`config.mk`:
```
export PLATFORM = sky130hd
export DESIGN_NAME = div_ctrl
export DESIGN_NICKNAME = d
export VERILOG_FILES = /design/src/rtl/div_ctrl.sv
export SDC_FILE = /design/constraint.sdc
export NUM_CORES = 2
export LEC_CHECK = 0
export BUFFER_PORTS_ARGS = -buffer_cell sky130_fd_sc_hd__buf_2
export CORE_ASPECT_RATIO = 0.7
export CORE_MARGIN = 2
export CORE_UTILIZATION = 25
export CTS_CLUSTER_SIZE = 20
export DETAILED_ROUTE_END_ITERATION = 16
export SETUP_SLACK_MARGIN = 0.02
export SYNTH_ARGS = -nofsm -noshare
export SYNTH_HDL_FRONTEND = slang
export SYNTH_SLANG_ARGS = --single-unit
```
`constraint.sdc`:
```
create_clock -name clk -period 443.9 [get_ports clk]
set_input_delay 66.585 -clock clk [delete_from_list [all_inputs] [get_ports clk]]
set_output_delay 66.585 -clock clk [all_outputs]
set_load 0.02 [all_outputs]
```
`src/rtl/div_ctrl.sv`:
```
// Sequencing controller for the M-extension divide lane, plus the pipelined divider it drives.
// Optional macro DIV_CTRL_FAST_SPECIAL_EN adds a 1-cycle bypass for divide-by-zero/overflow.

module divfunc #(
  parameter int          XLEN       = 32,
  parameter logic [31:0] STAGE_LIST = 32'h0000_0007
) (
  input  logic            clk,
  input  logic            rst,
  input  logic            stall,
  input  logic            vld,
  input  logic [XLEN-1:0] a,
  input  logic [XLEN-1:0] b,
  output logic            ack,
  output logic [XLEN-1:0] quo,
  output logic [XLEN-1:0] rem
);

  function automatic int count_stages(input logic [31:0] s);
    int n;
    n = 0;
    for (int i = 0; i < 32; i++) n += int'(s[i]);
    return n;
  endfunction

  localparam int LAT = count_stages(STAGE_LIST);

  logic [XLEN:0]                part;
  logic [XLEN-1:0]              q_c, r_c;
  logic [LAT-1:0]               vld_q, vld_d;
  logic [LAT-1:0][XLEN-1:0]     quo_q, quo_d, rem_q, rem_d;

  // Restoring division; b == 0 naturally yields all-ones quotient and remainder a.
  always_comb begin
    q_c  = '0;
    part = '0;
    for (int i = XLEN - 1; i >= 0; i--) begin
      part = {part[XLEN-1:0], a[i]};
      if (part >= {1'b0, b}) begin
        part   = part - {1'b0, b};
        q_c[i] = 1'b1;
      end
    end
    r_c = part[XLEN-1:0];
  end

  // Stage positions only set the register count here; all stages sit after the array.
  always_comb begin
    vld_d = vld_q;
    quo_d = quo_q;
    rem_d = rem_q;
    if (!stall) begin
      vld_d[0] = vld;
      quo_d[0] = q_c;
      rem_d[0] = r_c;
      for (int k = 1; k < LAT; k++) begin
        vld_d[k] = vld_q[k-1];
        quo_d[k] = quo_q[k-1];
        rem_d[k] = rem_q[k-1];
      end
    end
  end

  always_ff @(posedge clk) begin
    if (rst) begin
      vld_q <= '0;
      quo_q <= '0;
      rem_q <= '0;
    end else begin
      vld_q <= vld_d;
      quo_q <= quo_d;
      rem_q <= rem_d;
    end
  end

  assign ack = vld_q[LAT-1];
  assign quo = quo_q[LAT-1];
  assign rem = rem_q[LAT-1];

endmodule

module div_ctrl #(
  parameter int          XLEN       = 32,
  parameter logic [31:0] STAGE_LIST = 32'h0000_0007,
  parameter int          TAG_W      = 6
) (
  input  logic             clk,
  input  logic             rst,
  input  logic             flush,
  input  logic             in_valid,
  output logic             in_ready,
  input  logic [1:0]       in_op,
  input  logic [XLEN-1:0]  in_rs1,
  input  logic [XLEN-1:0]  in_rs2,
  input  logic [TAG_W-1:0] in_tag,
  output logic             out_valid,
  input  logic             out_ready,
  output logic [XLEN-1:0]  out_data,
  output logic [TAG_W-1:0] out_tag
);

  function automatic int count_stages(input logic [31:0] s);
    int n;
    n = 0;
    for (int i = 0; i < 32; i++) n += int'(s[i]);
    return n;
  endfunction

  localparam int LAT = count_stages(STAGE_LIST);

  if (LAT < 1) begin : g_lat_check
    $error("div_ctrl: STAGE_LIST must register at least one divider stage");
  end

  typedef struct packed {
    logic             valid;
    logic [TAG_W-1:0] tag;
    logic [1:0]       op;
    logic             neg_q;
    logic             neg_r;
    logic             dz;
    logic [XLEN-1:0]  rs1;
  } meta_t;

  meta_t [LAT-1:0]  meta_q, meta_d;
  meta_t            head, new_meta;
  logic             is_signed, accept, take_byp, byp_busy, stall;
  logic             div_vld, div_ack, res_valid;
  logic [XLEN-1:0]  div_a, div_b, quo, rem, fix_q, fix_r, pipe_data, res_data;
  logic [TAG_W-1:0] res_tag;

  assign head = meta_q[LAT-1];

  always_comb begin
    is_signed      = ~in_op[0];
    div_a          = (is_signed && in_rs1[XLEN-1]) ? -in_rs1 : in_rs1;
    div_b          = (is_signed && in_rs2[XLEN-1]) ? -in_rs2 : in_rs2;
    new_meta.valid = div_vld;
    new_meta.tag   = in_tag;
    new_meta.op    = in_op;
    new_meta.neg_q = is_signed & (in_rs1[XLEN-1] ^ in_rs2[XLEN-1]);
    new_meta.neg_r = is_signed & in_rs1[XLEN-1];
    new_meta.dz    = (in_rs2 == '0);
    new_meta.rs1   = in_rs1;
  end

  divfunc #(
    .XLEN       (XLEN),
    .STAGE_LIST (STAGE_LIST)
  ) u_divfunc (
    .clk   (clk),
    .rst   (rst),
    .stall (stall),
    .vld   (div_vld),
    .a     (div_a),
    .b     (div_b),
    .ack   (div_ack),
    .quo   (quo),
    .rem   (rem)
  );

  // Overflow (INT_MIN / -1) needs no special case: |a|/|b| gives 0x8000_0000 rem 0, unsigned.
  always_comb begin
    fix_q = head.neg_q ? -quo : quo;
    fix_r = head.neg_r ? -rem : rem;
    if (head.dz) begin
      fix_q = '1;
      fix_r = head.rs1;
    end
    pipe_data = head.op[1] ? fix_r : fix_q;
  end

`ifdef DIV_CTRL_FAST_SPECIAL_EN
  localparam logic [XLEN-1:0] IntMin = {1'b1, {(XLEN-1){1'b0}}};

  logic             special, pipe_empty, byp_valid_q, byp_valid_d;
  logic [XLEN-1:0]  byp_data_q, byp_data_d;
  logic [TAG_W-1:0] byp_tag_q, byp_tag_d;

  always_comb begin
    special    = (in_rs2 == '0) | (~in_op[0] & (in_rs1 == IntMin) & (&in_rs2));
    pipe_empty = 1'b1;
    for (int k = 0; k < LAT; k++) begin
      if (meta_q[k].valid) pipe_empty = 1'b0;
    end
  end

  // Only bypass into an empty pipe so results stay in issue order.
  assign take_byp = accept & special & pipe_empty;
  assign byp_busy = byp_valid_q;

  always_comb begin
    byp_valid_d = byp_valid_q;
    byp_data_d  = byp_data_q;
    byp_tag_d   = byp_tag_q;
    if (byp_valid_q && out_ready) byp_valid_d = 1'b0;
    if (take_byp) begin
      byp_valid_d = 1'b1;
      byp_tag_d   = in_tag;
      if (in_rs2 == '0) byp_data_d = in_op[1] ? in_rs1 : '1;
      else              byp_data_d = in_op[1] ? '0 : IntMin;
    end
    if (flush) byp_valid_d = 1'b0;
  end

  always_ff @(posedge clk) begin
    if (rst) begin
      byp_valid_q <= 1'b0;
      byp_data_q  <= '0;
      byp_tag_q   <= '0;
    end else begin
      byp_valid_q <= byp_valid_d;
      byp_data_q  <= byp_data_d;
      byp_tag_q   <= byp_tag_d;
    end
  end

  assign res_valid = byp_valid_q | head.valid;
  assign res_data  = byp_valid_q ? byp_data_q : pipe_data;
  assign res_tag   = byp_valid_q ? byp_tag_q : head.tag;
`else
  assign take_byp  = 1'b0;
  assign byp_busy  = 1'b0;
  assign res_valid = head.valid;
  assign res_data  = pipe_data;
  assign res_tag   = head.tag;
`endif

  // Gating with rst keeps any pre-reset result off the port during the reset cycle.
  assign out_valid = res_valid & ~rst;
  assign stall     = out_valid & ~out_ready;
  assign in_ready  = ~stall & ~flush & ~byp_busy;
  assign accept    = in_valid & in_ready;
  assign div_vld   = accept & ~take_byp;
  assign out_data  = out_valid ? res_data : '0;
  assign out_tag   = out_valid ? res_tag : '0;

  always_comb begin
    meta_d = meta_q;
    if (!stall) begin
      meta_d[0] = new_meta;
      for (int k = 1; k < LAT; k++) meta_d[k] = meta_q[k-1];
    end
    if (flush) begin
      for (int k = 0; k < LAT; k++) meta_d[k].valid = 1'b0;
    end
  end

  always_ff @(posedge clk) begin
    if (rst) meta_q <= '0;
    else     meta_q <= meta_d;
  end

  // The divider is never flushed, so a live metadata entry always has divider data beside it.
  meta_ack_a: assert property (@(posedge clk) disable iff (rst) head.valid |-> div_ack);
  unsigned_sign_a: assert property (@(posedge clk) disable iff (rst)
                                    (head.valid && head.op[0]) |-> !(head.neg_q || head.neg_r));

endmodule
```
## After elaboration in Yosys (flattened, before gate mapping)

Index checks and enable logic that the tools add are counted.

| cells by class | value |
|---|---|
| bitwise operators | 12 |
| magnitude comparators | 32 |
| reduce and logical (&&, ||, !) cells | 4 |
| add/sub/neg operators | 36 |
| multiplexer cells | 73 |

Operator list:

| cell | number |
|---|---|
| 2-to-1 mux 32 bit | 40 |
| greater-or-equal comparator 33 x 32 -> 1 bit | 31 |
| subtractor 32 bit | 31 |
| negation 32 bit | 4 |
| greater-or-equal comparator 1 x 32 -> 1 bit | 1 |
| zero test 32 bit | 1 |
| 2-to-1 mux 1 bit | 32 |
| subtractor 1 x 32 -> 32 bit | 1 |
| bitwise AND 1 bit | 6 |
| 2-to-1 mux 6 bit | 1 |
| inverter 1 bit | 5 |
| logical AND 1 bit | 2 |
| OR reduction 2 bit | 1 |
| bitwise XOR 1 bit | 1 |

| word-level totals | value |
|---|---|
| input bits | 77 |
| register bits | 324 |
| output and inout port bits | 40 |
| word-level logic and storage cells | 184 |

## Longest topological paths before layout

| logic depth | value |
|---|---|
| word-level depth | 67 |
| gate-level depth with buffers | 829 |
| depth with buffers taken out | 756 |

## Hierarchy

Synthesis repeated with hierarchy kept, for this count alone.

| second synthesis, totals | value |
|---|---|
| cells, all modules | 10251 |
| area, all modules | 73693.2 um^2 |

By module, submodules not included:

| module | seq. area each (um^2) | instances | area an instance (um^2) | cells an instance |
|---|---|---|---|---|
| divfunc | 3903.7 | 1 | 65549.1 | 9142 |
| div_ctrl | 2582.5 | 1 | 8144.1 | 1109 |

## Worst setup path before layout

No wires, ideal clock.

| path | value |
|---|---|
| path type | input port to flip-flop |
| start | input port in_rs2[31] |
| end | register u_divfunc.rem_q[1] in the netlist's numbering |
| stages on the path | 807 |
| path buffers | 89 |
| setup time | 0.079 ns |
| arrival | 226.315 ns |
| slack | 217.505 ns |
| required time | 443.821 ns |
| path through | buf_2 > nor2b_1 > clkbuf_1 > clkbuf_1 > buf_1 > nor2_1 > a21oi_1 > ha_1 > inv_1 > a21o_1 > a22o_1 > a31oi_1 > nand4_1 > nor3b_1 > clkbuf_1 > and2_1 > ha_1 > and3_1 > (+771 left out) > a21oi_1 > o21ai_0 > a21oi_1 > o21ai_0 > a21oi_1 > o21ai_0 > nand2b_1 > a21o_1 > a21o_1 > a21o_1 > a21o_1 > a21o_1 > a21o_1 > a221oi_1 > a21bo_2 > a221oi_4 > mux2_2 > a211oi_2 |

| on the way | value |
|---|---|
| word-level cells in the longest chain between the ends | 66 |
| elaborated cells on any way between the ends | 99 |
| those cells by class | add/sub (33); order compare (32); mux (33); reduce/logical (1) |

RTL lines:

| item | line | RTL |
|---|---|---|
| from (decl) | 94 | `input logic [XLEN-1:0] in_rs2,` |
| negation 32 bit / logical AND 1 bit (equally long branches) | 137 | `div_b = (is_signed && in_rs2[XLEN-1]) ? -in_rs2 : in_rs2;` |
| 2-to-1 mux 32 bit (*) | 137 |  |
| subtractor 1 x 32 -> 32 bit / greater-or-equal comparator 1 x 32 -> 1 bit (equally long branches) | 40, 39 |  |
| 2-to-1 mux 32 bit | 39 | `if (part >= {1'b0, b}) begin` |
| greater-or-equal comparator 33 x 32 -> 1 bit / subtractor 32 bit (equally long branches) | 39, 40 |  |
| 2-to-1 mux 32 bit | 39 |  |
| subtractor 32 bit / greater-or-equal comparator 33 x 32 -> 1 bit (equally long branches) | 40, 39 |  |
| 2-to-1 mux 32 bit | 39 |  |
| (+50 left out) | - |  |
| subtractor 32 bit / greater-or-equal comparator 33 x 32 -> 1 bit (equally long branches) | 40, 39 |  |
| 2-to-1 mux 32 bit | 39 |  |
| subtractor 32 bit / greater-or-equal comparator 33 x 32 -> 1 bit (equally long branches) | 40, 39 |  |
| 2-to-1 mux 32 bit | 39 |  |
| greater-or-equal comparator 33 x 32 -> 1 bit / subtractor 32 bit (equally long branches) | 39, 40 |  |
| 2-to-1 mux 32 bit | 39 |  |
| subtractor 32 bit / greater-or-equal comparator 33 x 32 -> 1 bit (equally long branches) | 40, 39 |  |
| 2-to-1 mux 32 bit (*) | 39 |  |
| to (signal assigned) | 72 | `rem_q <= rem_d;` |
| to (decl) | 31 | `logic [LAT-1:0][XLEN-1:0] quo_q, quo_d, rem_q, rem_d;` |

Every way passes the cells marked *; elsewhere a longest branch is shown, timed or not.
A chain may end at the register's enable or synchronous reset.

==> impl_metrics.toml <==
[place]
portBuffers = 116
dp.final_hpwl_mm = 226
gp_congestion = 0.982
place_ws_ns = 207.95

[synth]
ys_seq_area_share_pct = 8.86
synth-edff-count = 0
synth_cell_type_count = 119
synth_adder_area_share_pct = 18.1
yosysMostFrequentCell = "nand2_1"
synth-compound-area-share_pct = 25.7
synth_top_area_share_pct = 17.2
syn_inst = 10100
yosys_warnings = 0
synth_area_leaders = "ha_1, dfxtp_1, mux2_2"
avgSynthCellArea_um2 = 7.20
synth_nets = 11200
netlist_area_mm2 = 0.0725
synth_xor_area_share_pct = 9.46
yosysTopAreaCell = "ha_1"
async_flop_share_pct = 0
muxShareOfSynthArea_pct = 10.1
yosys_most_used_dff = "dfxtp_1"
synth_common_cells = "nand2_1, ha_1, nor2_1, a21oi_1, o21ai_0"
synth_top_family_by_area = "compound AO/OA/AOI/OAI gates"
synth-simple-area-share_pct = 23.1
synth_seq_cells = 321

[worst_setup_path]
endpoint_kind = "register"
r2r-end = "u_divfunc.rem_q[27]"
rr_worst_depth = 8
crit_slowest_cell = "and2_0"
cp-start-kind = "input pin"
path_max_fanout = 66
r2r_slack_ns = 440.04
crit_start = "in_rs1[2]"
cp_common_cell = "o21ai_0"
crit_required_ns = 444.43
worstReg2RegStart = "res_valid"
worstPathArrival_ns = 241.02
crit_path_end = "u_divfunc.rem_q[1]"
cp_slowest_stage_delay_ns = 1.06
path_class = "input pin to register"

[timing]
worst_hold_slack_ns = 0.432
slew_viol_final = 0
max_freq_mhz = 4.16
finalSetupViolations = 0
tightestPinTransition_ns = 1.29
finalClockSkew_ns = 0.0421
rsz0062_at_grt = "no"
tns_ns = 0
slew_headroom_pct = 13.6
hold_viol = 0
period_minus_slack_ns = 240.49
fin_crit_sh_pct = 54.2
fin_ws_ns = 203.41

[finish]
area_growth_pct = 9.46
utilization_pct = 27.5
nets = 11100
fillers = 31700
layout-drive-gt1-share_pct = 9.74

[clock_network]
clock_sinks = 321
cts_max_path_buffers = 3
cts_tree = "built"
postCtsSetupBuffers = 0
root_buffer = "clkbuf_16"
ctsResizeCount = 0
insertion_delay_ns = 0.62
clk_pin_slew_worst_paths_ns = 0.07
numCtsBuffers = 42
htree_num_levels = 2
cts-hold-fix-buffers = 0

[drt]
routedWlPerCell_um = 20.8
routed_wl_mm = 290
drc = 0
met2_length_mm = 112
met1_length_mm = 140
drt_first_pass_iters = 8
ant_nets = 0
routed.top_layer = "met4"
via_count = 75300
vias_per_cell = 5.42
met3_length_mm = 29.3
drtIter0Drc = 8974

[die]
rows = 165
ios = 117
start_util_pct = 25.1
fp.dieW_um = 648
dieArea_mm2 = 0.294
core_mm2 = 0.289
die_y_um = 455

[global_routing]
grt_start_max_net_pins = 210
grt_pass1_wl_mm = 426
grt_antenna_before_repair = 15
grt-ovfl-total = 0
grt_usage_pct = 18.7
grt_pass1_vias = 66000

[job]
maxCapViolCount = 0

[min_path]
hold_path.class = "register to register"

[outcome]
status = "completed"
==> cells by family (layout without fill, tap and decap cells) <==
kind of cell               after synthesis  in the layout
and+or+nand+nor                       3473           3473
AOI/OAI and AO/OA                     2915           2915
adders and majority gates             1029           1029
buffers and inverters                  885            868
xor gates and xnor gates               783            783
muxes                                  664            664
DFF                                    321            321
other                                    0             10
==> per-layer routing <==
metal  vias to the layer above  global-route usage [%]
li1                      36700                       -
met1                     35000                    28.7
met2                      3298                    26.1
met4                         0                    4.56
met3                       313                    3.45
met5                         -                       0
==> critical path: cells and delay by family <==
kind / cells / cell delay, ns
mux: 46 / 18.59
buf+inv: 37 / 10.79
compound gates: 872 / 175.30
fa+ha+maj: 44 / 14.23
simple gates: 130 / 27.67
==> final cells by class <==
cell class | instances | area, µm² | share of cell area, %
diodes | 10 | 25.0 | 0.0315
multi-input cells | 8864 | 63100 | 79.5
flip-flops and latches | 321 | 6430 | 8.10
clock inverters | 21 | 284 | 0.358
repair buffers | 242 | 1550 | 1.95
clock buffers | 55 | 1140 | 1.44
inverters | 550 | 2060 | 2.60
well taps | 3841 | 4810 | 6.05
==> worst min-delay path by stage <==
stage                     depth (start not counted)          to        from  slack [ns]
after floorplan                                   2    head[31]    head[31]        0.41
after global placement                            2  meta_q[72]  meta_q[72]        0.42
after detailed placement                          2  meta_q[50]  meta_q[50]        0.43
after CTS                                         2    head[36]  meta_q[80]        0.43
after global routing                              2  meta_q[86]  meta_q[86]        0.45
final                                             2    head[36]  meta_q[80]        0.43
==> cells in the final DEF (no fill, tap or decap), drive strengths merged, types with 142 or more instances in the layout <==
cell,instances
nand2,1205
nand3b,244
buf,242
nor2,826
ha,998
nand4,187
o21ai,700
nand2b,142
mux2,514
inv,553
a21boi,191
dfxtp,321
a21o,323
nor3,175
mux2i,150
a21oi,818
xor2,249
xnor2,534
nand3,175
==> metrics by stage <==
step | instances | cell area, µm²
floorplan | 10100 | 72500
global placement | 13800 | 77900
detailed placement | 13800 | 77900
CTS | 13900 | 79400
global route | 13900 | 79400
finish | 13900 | 79400
==> flip-flops by register name, indices dropped and copies added (netlist names) <==
| name | flops |
|---|---|
| u_divfunc.rem_q | 64 |
| head | 36 |
| res_valid | 1 |
| res_tag | 6 |
| u_divfunc.quo | 32 |
| u_divfunc.rem | 32 |
| u_divfunc.quo_q | 64 |
| meta_q | 86 |
Power is left out: the tool's default activity adds up to more than one toggle a clock period on the data nets, which glitch-free logic cannot reach.
